`src/rtl/bf16_adder_arbiter.sv`:
```
// Round-robin arbiter sharing one multi-cycle bfloat16 adder between N_REQ requesters.
// Requests are served one at a time; a hung adder is timed out and answered with a NaN error.
module bf16_adder_arbiter #(
    parameter int N_REQ   = 4,
    parameter int TIMEOUT = 32,
    localparam int ID_W   = $clog2(N_REQ)
) (
    input  logic                  clock,
    input  logic                  reset,
    input  logic [N_REQ-1:0]      req_valid,
    input  logic [16*N_REQ-1:0]   req_a,
    input  logic [16*N_REQ-1:0]   req_b,
    output logic [N_REQ-1:0]      req_ready,
    output logic [N_REQ-1:0]      rsp_valid,
    output logic [15:0]           rsp_sum,
    output logic                  rsp_error,
    input  logic [N_REQ-1:0]      rsp_ready,
    output logic                  add_start,
    output logic [15:0]           add_a,
    output logic [15:0]           add_b,
    input  logic                  add_done,
    input  logic [15:0]           add_sum,
    output logic                  busy,
    output logic [ID_W-1:0]       grant_id
);

    localparam int TW = $clog2(TIMEOUT);
    localparam logic [15:0] TIMEOUT_NAN = 16'h7FC1;

    typedef enum logic [1:0] {
        IDLE    = 2'd0,
        ISSUE   = 2'd1,
        WAIT    = 2'd2,
        RESPOND = 2'd3
    } state_t;

    state_t            state, state_next;
    logic [ID_W-1:0]   last_grant;
    logic [ID_W-1:0]   grant;
    logic [ID_W-1:0]   pick;
    logic              found;
    logic [15:0]       op_a, op_b, sel_a, sel_b;
    logic [15:0]       result;
    logic              err;
    logic [TW-1:0]     timer;
    logic [N_REQ-1:0]  pick_onehot, grant_onehot;
    logic              grant_rsp_ready;
    logic              timed_out;

    // Search starts just after the last served requester so everyone gets a turn.
    always_comb begin
        found = 1'b0;
        pick  = '0;
        for (int k = 1; k <= N_REQ; k++) begin
            logic [ID_W-1:0] cand;
            cand = ID_W'((int'(last_grant) + k) % N_REQ);
            if (!found && ((req_valid >> cand) & 1'b1) != '0) begin
                found = 1'b1;
                pick  = cand;
            end
        end
        sel_a = '0;
        sel_b = '0;
        for (int i = 0; i < N_REQ; i++) begin
            if (ID_W'(i) == pick) begin
                sel_a = req_a[16*i +: 16];
                sel_b = req_b[16*i +: 16];
            end
        end
    end

    assign pick_onehot     = {{(N_REQ-1){1'b0}}, 1'b1} << pick;
    assign grant_onehot    = {{(N_REQ-1){1'b0}}, 1'b1} << grant;
    assign grant_rsp_ready = |(rsp_ready & grant_onehot);
    assign timed_out       = (timer == TW'(TIMEOUT - 1));

    always_ff @(posedge clock or posedge reset) begin
        if (reset) begin
            state <= IDLE;
        end else begin
            state <= state_next;
        end
    end

    always_comb begin
        state_next = state;
        req_ready  = '0;
        rsp_valid  = '0;
        add_start  = 1'b0;
        case (state)
            IDLE: begin
                if (found) begin
                    req_ready  = pick_onehot;
                    state_next = ISSUE;
                end
            end
            ISSUE: begin
                add_start  = 1'b1;
                state_next = WAIT;
            end
            WAIT: begin
                if (add_done || timed_out) begin
                    state_next = RESPOND;
                end
            end
            RESPOND: begin
                rsp_valid = grant_onehot;
                if (grant_rsp_ready) begin
                    state_next = IDLE;
                end
            end
            default: state_next = IDLE;
        endcase
    end

    always_ff @(posedge clock or posedge reset) begin
        if (reset) begin
            last_grant <= ID_W'(N_REQ - 1);
            grant      <= '0;
            op_a       <= '0;
            op_b       <= '0;
            result     <= '0;
            err        <= 1'b0;
            timer      <= '0;
        end else begin
            case (state)
                IDLE: begin
                    if (found) begin
                        grant <= pick;
                        op_a  <= sel_a;
                        op_b  <= sel_b;
                    end
                end
                ISSUE: timer <= '0;
                WAIT: begin
                    timer <= timer + 1'b1;
                    // A result arriving on the timeout cycle still counts as a success.
                    if (add_done) begin
                        result <= add_sum;
                        err    <= 1'b0;
                    end else if (timed_out) begin
                        result <= TIMEOUT_NAN;
                        err    <= 1'b1;
                    end
                end
                RESPOND: begin
                    if (grant_rsp_ready) begin
                        last_grant <= grant;
                    end
                end
                default: ;
            endcase
        end
    end

    assign add_a     = op_a;
    assign add_b     = op_b;
    assign rsp_sum   = (state == RESPOND) ? result : 16'h0000;
    assign rsp_error = (state == RESPOND) ? err : 1'b0;
    assign busy      = (state != IDLE);
    assign grant_id  = grant;

endmodule

```
`config.mk`:
```
export PLATFORM = sky130hd
export DESIGN_NAME = bf16_adder_arbiter
export DESIGN_NICKNAME = d
export VERILOG_FILES = /design/src/rtl/bf16_adder_arbiter.sv
export SDC_FILE = /design/constraint.sdc
export NUM_CORES = 1
export LEC_CHECK = 0
export ABC_AREA = 1
export CAP_MARGIN = 30
export CORE_MARGIN = 1
export CORE_UTILIZATION = 34
export DETAILED_ROUTE_END_ITERATION = 16
export GPL_TIMING_DRIVEN = 0
export PLACE_DENSITY = 0.73
export SLEW_MARGIN = 30
export SYNTH_ARGS = -nofsm -noshare
export SYNTH_HDL_FRONTEND = slang
export SYNTH_SLANG_ARGS = --single-unit
```
`constraint.sdc`:
```
create_clock -name clock -period 3.82 [get_ports clock]
set_clock_uncertainty 0.2 [all_clocks]
set_input_delay 0.764 -clock clock [delete_from_list [all_inputs] [get_ports clock]]
set_output_delay 0.764 -clock clock [all_outputs]
set_load 0.01 [all_outputs]
```
==> impl_metrics.py, run 1 <==
metrics = {
    "run_status": {
        "outcome": "finished clean",
    },
    "worst_setup_path": {
        "r2r_end": "add_b[1]",
        "reg2reg_depth": 17,
        "crit_chain": "clkdlybuf4s50_1 -> nand2_1 -> nand2_1 -> nand2_2 -> nand2_2 -> nor2_1 -> nor2_1 -> nand2_1 -> nand2_4 -> buf_6 -> nand2_2 -> nor2_1 -> dlygate4sd2_1",
        "critPathBufInv": 3,
        "crit_slowest_cell": "clkdlybuf4s50_1",
        "reg2reg_slack_ps": 1140,
        "crit_family": "simple AND/OR/NAND/NOR gates",
        "critPathRequiredTime_ps": 2860,
        "cp.arrival_ps": 2670,
        "critPathKind": "input pin to primary output",
        "worst_path_largest_cell_delay_ps": 500,
        "r2r-start": "last_grant[0]",
        "crit_path_end_kind": "primary output",
        "cp-start-kind": "input pin",
        "path_max_fanout": 10,
    },
    "global_routing": {
        "use_met3_pct": 6.32,
        "grt_pass1_wl_um": 23000,
        "grt_most_used_layer": "met2",
        "grt_max_degree": 40,
        "grt_util_met2_pct": 41.3,
        "grt-ovfl-total": 0,
        "track_usage_pct": 23.6,
        "grt_use_met1_pct": 27.9,
        "grt_pass1_vias": 4581,
        "antenna_found_initial": 0,
    },
    "clock_tree": {
        "clock-root-buffer": "clkbuf_16",
        "cts_buffers": 9,
        "clk_latency_ps": 330,
        "cts_tree": "done",
        "htree_levels": 3,
        "cts_hold_buf": 0,
        "clock_sinks": 60,
        "cts_buffer_depth": 2,
        "path_clk_slew_ps": 60,
    },
    "die": {
        "io_pins": 216,
        "core_um2": 12100,
        "core.rowCount": 40,
        "chipWidth_um": 113,
        "start_util_pct": 34.9,
        "die_area_um2": 12800,
        "die_h_um": 113,
    },
    "detailed_routing": {
        "viasPerCell": 4.47,
        "drc": 0,
        "wirelength_um": 14500,
        "drt-wirelength-per-cell_um": 13.5,
        "vias": 4772,
        "dr.first_iter.drc_count": 233,
        "antenna_left": 0,
        "first_pass_iters": 4,
    },
    "worst_hold_path": {
        "hold_path_end": "add_b[13]",
        "min_path_cells": 2,
        "min_path_type": "flop to flop",
        "min_from": "add_b[13]",
    },
    "power": {
        "leakage_nw": 3.58,
        "powerDensity_nw_per_um2": 876,
        "power_mw": 6.05,
        "ir_drop_mv": 0.328,
    },
    "run": {
        "maxCapViolCount": 0,
    },
    "place": {
        "placed_cells": 1051,
        "port_buffers": 215,
        "pre_cts_slack_ps": -233,
        "dp_hpwl_um": 11000,
        "routabilityCongestion": 0.843,
    },
    "sta": {
        "setup_violations": 0,
        "layout_setup_ws_ps": 187,
        "hold_viol": 0,
        "fin_crit_sh_pct": 95.1,
        "relSlewSlack_pct": 61.9,
        "worstMarginPinSlew_ps": 572,
        "fmax_ghz": 0.275,
        "min_period_ps": 3630,
        "rsz0062_at_grt": "no",
        "drv_slew": 0,
    },
    "synth": {
        "avgSynthCellArea_um2": 6.32,
        "ys_ff_latch": 60,
        "ys_warn_count": 0,
        "synthCells": 667,
        "ys_seq_area_share_pct": 35.7,
        "syn_nets": 828,
        "synth.distinct_cells": 32,
        "syn-cell-area_um2": 4220,
    },
    "layout": {
        "final_common_cell": "nand2_1",
        "nNetsFinal": 1056,
        "final_cell_mix": "nand2_1, clkdlybuf4s50_1, inv_1, nor2_1, nand3_1",
        "fillers": 1188,
        "diodes": 0,
        "area_growth_pct": 63.7,
        "drive_above_1_share_pct": 7.22,
        "layout.cells.non_filler": 1068,
    },
}
per-stage QoR:
stage / instance area [µm²] / hold WS, ps / setup TNS [ps] / util (%)
6_report: 6900 / 279 / 0 / 57.2
3_5_place_dp: 6600 / 268 / -497 / 54.7
5_1_grt: 6900 / 304 / 0 / 57.2
4_1_cts: 6910 / 284 / 0 / 57.3
2_1_floorplan: 4220 / 256 / 0 / -
3_3_place_gp: 6580 / 263 / -417 / 54.5
sequential cells by signal, summed over array words and instances (netlist names):
name / flops
add_b: 16
err: 1
add_a: 16
state: 2
result: 16
last_grant: 2
grant_id: 2
timer: 5
layer usage:
metal / routed length [µm] / vias to the layer above
met4: 128 / 0
met1: 6170 / 2104
met5: 0 / -
li1: - / 2476
met2: 7010 / 182
met3: 1150 / 10
worst max-delay path by stage:
stage	from	end	slack, ps	cells past startpoint
floorplan	req_valid[3]	req_ready[1]	900	11
global placement	req_valid[0]	req_ready[0]	-230	13
detailed placement	req_valid[0]	req_ready[0]	-230	13
CTS	req_valid[0]	req_ready[0]	60	13
global route	req_valid[2]	req_ready[2]	10	13
finish	req_valid[0]	req_ready[2]	190	13
synthesized netlist by cell type:
master	count	area share (%)
buf_2	9	1.1
inv_4	1	0.15
nor2_1	73	6.5
nand2_1	242	22
buf_1	2	0.18
xor2_1	1	0.21
o22a_1	10	2.1
or2_0	1	0.15
clkbuf_1	6	0.53
dfrtp_1	58	34
ha_1	6	1.8
nand3b_1	2	0.36
nand4_1	2	0.30
buf_4	9	1.6
nor2_2	1	0.15
a21oi_1	5	0.59
nor3_1	9	1.1
or2_2	1	0.15
nand2_4	1	0.27
o22ai_1	1	0.15
dfstp_2	2	1.2
o21ai_1	1	0.12
o21bai_1	1	0.18
nor2_8	1	0.47
nand3_1	70	8.3
inv_1	111	9.9
nor2_4	3	0.80
inv_2	4	0.36
a22o_1	6	1.2
nand2_2	7	1.0
buf_6	4	1.1
o21ai_0	17	2.0
cells by family after synthesis:
kind of cell               after synthesis  synth area share [%]
AOI/OAI and AO/OA                       41                  6.38
adders and majority gates                6                  1.78
xor gates and xnor gates                 1                 0.208
and+or+nand+nor                        413                  41.1
DFF                                     60                  35.7
buffers and inverters                  146                  14.8
cell type report:
cell class | instances | area, µm² | share of cell area, %
repair buffers | 217 | 2160 | 31.3
multi-input cells | 461 | 2090 | 30.3
flip-flops and latches | 60 | 1500 | 21.8
inverters | 116 | 440 | 6.38
clock buffers | 9 | 225 | 3.26
well taps | 168 | 210 | 3.05
plain buffers | 30 | 190 | 2.76
clock inverters | 7 | 77.6 | 1.12
tightest hold or removal path: stages, from the launching register on:
cell and delay (ps):
dfrtp_1 340, nand2_1 50, nand2_1 50
power breakdown:
part | leakage [nW] | switching [mW] | internal [mW] | total [mW]
clock | 0.146 | 0.319 | 0.508 | 0.826
sequential | 0.730 | 0.181 | 0.952 | 1.13
combinational | 2.70 | 2.43 | 1.65 | 4.09
total | 3.58 | 2.93 | 3.11 | 6.05
timing repair:
action	in CTS	in global routing
hold endpoints to repair	0	0
setup endpoints to repair	4	3
pin swaps	1	0
gates cloned	0	0
buffers inserted	1	0
gates resized for setup	5	7
Power figures use the tool's default switching activity.
==> run 2, diff against run 1 <==
Settings changed: CTS_CLUSTER_DIAMETER from default to 60, HOLD_SLACK_MARGIN from default to 0.15.
==> results of run 2 <==
No change in the layout: final DEF, timing and power equal those of run 1.
==> run 3, diff against run 2 <==
Settings changed: REMOVE_ABC_BUFFERS from default to 1.
==> run 3 against run 2 <==
Effect of this change:
- final area up 1.2%
- final cell count decreased by 1.4%
- wire length shrank 1.6%
- highest routed layer unchanged
- sequential share of layout area decreased by 0.25 points
==> impl_metrics.py, run 3 (synthesis results as in run 1) <==
metrics = {
    "die": {
        "core.rowCount": 40,
        "die_h_um": 113,
        "chipWidth_um": 113,
        "die_area_um2": 12800,
        "io_pins": 216,
        "start_util_pct": 34.9,
        "core_um2": 12100,
    },
    "clock_tree": {
        "htree_levels": 3,
        "clock-root-buffer": "clkbuf_16",
        "path_clk_slew_ps": 50,
        "cts_buffer_depth": 2,
        "cts_hold_buf": 0,
        "clock_sinks": 60,
        "cts_tree": "done",
        "clk_latency_ps": 320,
        "cts_buffers": 9,
    },
    "global_routing": {
        "antenna_found_initial": 0,
        "grt-ovfl-total": 0,
        "grt_max_degree": 37,
        "grt_pass1_vias": 4619,
        "grt_pass1_wl_um": 23200,
        "track_usage_pct": 23.2,
    },
    "worst_setup_path": {
        "critPathBufInv": 3,
        "path_max_fanout": 11,
        "crit_family": "buffers and inverters",
        "crit_slowest_cell": "clkdlybuf4s50_1",
        "cp-start-kind": "input pin",
        "critPathKind": "input pin to primary output",
        "r2r-start": "last_grant[0]",
        "worst_path_largest_cell_delay_ps": 500,
        "crit_chain": "clkdlybuf4s50_1 -> nand2_1 -> nand2_1 -> nand2_2 -> nand2_2 -> nor2_4 -> nand2_1 -> nor2_2 -> nor2_4 -> buf_16 -> nand2_2 -> nor2_1 -> dlygate4sd2_1",
        "cp.arrival_ps": 2700,
        "crit_cells": 13,
        "critPathRequiredTime_ps": 2860,
        "startpoint": "req_valid[0]",
        "crit_path_end_kind": "primary output",
        "reg2reg_depth": 15,
    },
    "layout": {
        "diodes": 0,
        "multi_input_area_um2": 2170,
        "area_growth_pct": 65.7,
        "layout.cells.non_filler": 1053,
        "nNetsFinal": 1041,
        "final_cell_mix": "nand2_1, clkdlybuf4s50_1, inv_1, nor2_1, nand3_1",
        "drive_above_1_share_pct": 6.55,
        "final_common_cell": "nand2_1",
        "fillers": 1138,
        "regArea_um2": 1500,
    },
    "worst_hold_path": {
        "min_path_cells": 2,
        "min_path_type": "flop to flop",
        "min_from": "add_a[4]",
    },
    "sta": {
        "timing.setup.tns_ps": 0,
        "setup_violations": 0,
        "rsz0062_at_grt": "no",
        "worstMarginPinSlew_ps": 720,
        "hold_viol": 0,
        "relSlewSlack_pct": 51.9,
        "min_period_ps": 3660,
        "fmax_ghz": 0.273,
        "drv_slew": 0,
        "fin_crit_sh_pct": 95.9,
    },
    "detailed_routing": {
        "dr.first_iter.drc_count": 259,
        "routed.top_layer": "met4",
        "vias": 4774,
        "first_pass_iters": 5,
        "viasPerCell": 4.53,
        "antenna_left": 0,
        "drc": 0,
        "wl_met2_um": 6880,
        "wl_met3_um": 879,
        "wl_met1_um": 6100,
        "wirelength_um": 14200,
        "drt-wirelength-per-cell_um": 13.5,
    },
    "place": {
        "routabilityCongestion": 0.834,
        "port_buffers": 215,
        "placed_cells": 1023,
        "dp_hpwl_um": 9610,
    },
    "power": {
        "p_int_mw": 3.29,
        "sequentialPowerShare_pct": 18.2,
        "leakage_nw": 3.61,
        "ir_drop_mv": 0.336,
        "swShare_pct": 47.5,
        "p_clk_share_pct": 14.4,
        "powerDensity_nw_per_um2": 898,
        "share_comb_of_total_power_pct": 67.5,
        "p_sw_mw": 2.98,
    },
    "run": {
        "maxCapViolCount": 0,
    },
    "run_status": {
        "outcome": "finished clean",
    },
}
## run 3: cell count changes in the layout (fill, tap and decap cells not counted), moves of 3 or more
cell / delta
clkbuf_1: -5
buf_2: -8
nand2_1: -3
clkinv_4: -4
buf_6: -4
clkbuf_2: -3
## run 3: path summary, 6_finish.rpt
path,to,slack [ps]
setup reg to reg,add_a[5],940
min in group asynchronous,result[15],590
max in group asynchronous,add_a[7],2320
hold / removal,add_a[4],280
hold reg to reg,add_a[4],280
setup / recovery,req_ready[0],160
## run 3: layout make-up
type	instances	area share, %
clock inverter	4	1.04
tap	168	3.01
clock buffer	12	3.67
inverter	116	6.31
multi-input combinational	465	31.1
sequential	60	21.5
timing repair buffer	228	33.3
## run 3: routing by layer
layer  GRT usage (%)  vias up
met5               0        -
met4            8.51        0
met3            4.28       27
met2            41.4      157
met1            27.7     2143
li1                -     2447
## run 3: repair_timing
item	CTS	global route
pin swaps	4	1
cloned	5	0
setup endpoints to repair	4	2
resized for setup	11	2
buffers inserted	8	1
## run 3: power groups by stage
stage	Clock (mW)	Combinational, mW	Sequential [mW]
after floorplan	0	2.21	1.20
after global placement	0	3.67	1.14
after detailed placement	0	3.82	1.15
after CTS	0.913	4.25	1.14
after global routing	0.939	4.73	1.18
final	0.901	4.23	1.14
## run 3: worst min-delay path, stage by stage (launching register included)
cell and delay [ps]:
dfrtp_1 340, nand2_1 60, nand2_1 50
## run 3: metrics by stage
stage / cell area (µm²) / setup slack (ps) / power, mW / hold WS, ps / utilization [%]
final: 6980 / 157 / 6.27 / 275 / 57.9
after global routing: 6980 / 22.7 / 6.85 / 297 / 57.9
after CTS: 6960 / 3.21 / 6.30 / 280 / 57.7
after detailed placement: 6470 / -892 / 4.97 / 266 / 53.6
after global placement: 6390 / -1070 / 4.81 / 263 / 53.0
after floorplan: 4030 / 533 / 3.41 / 256 / -
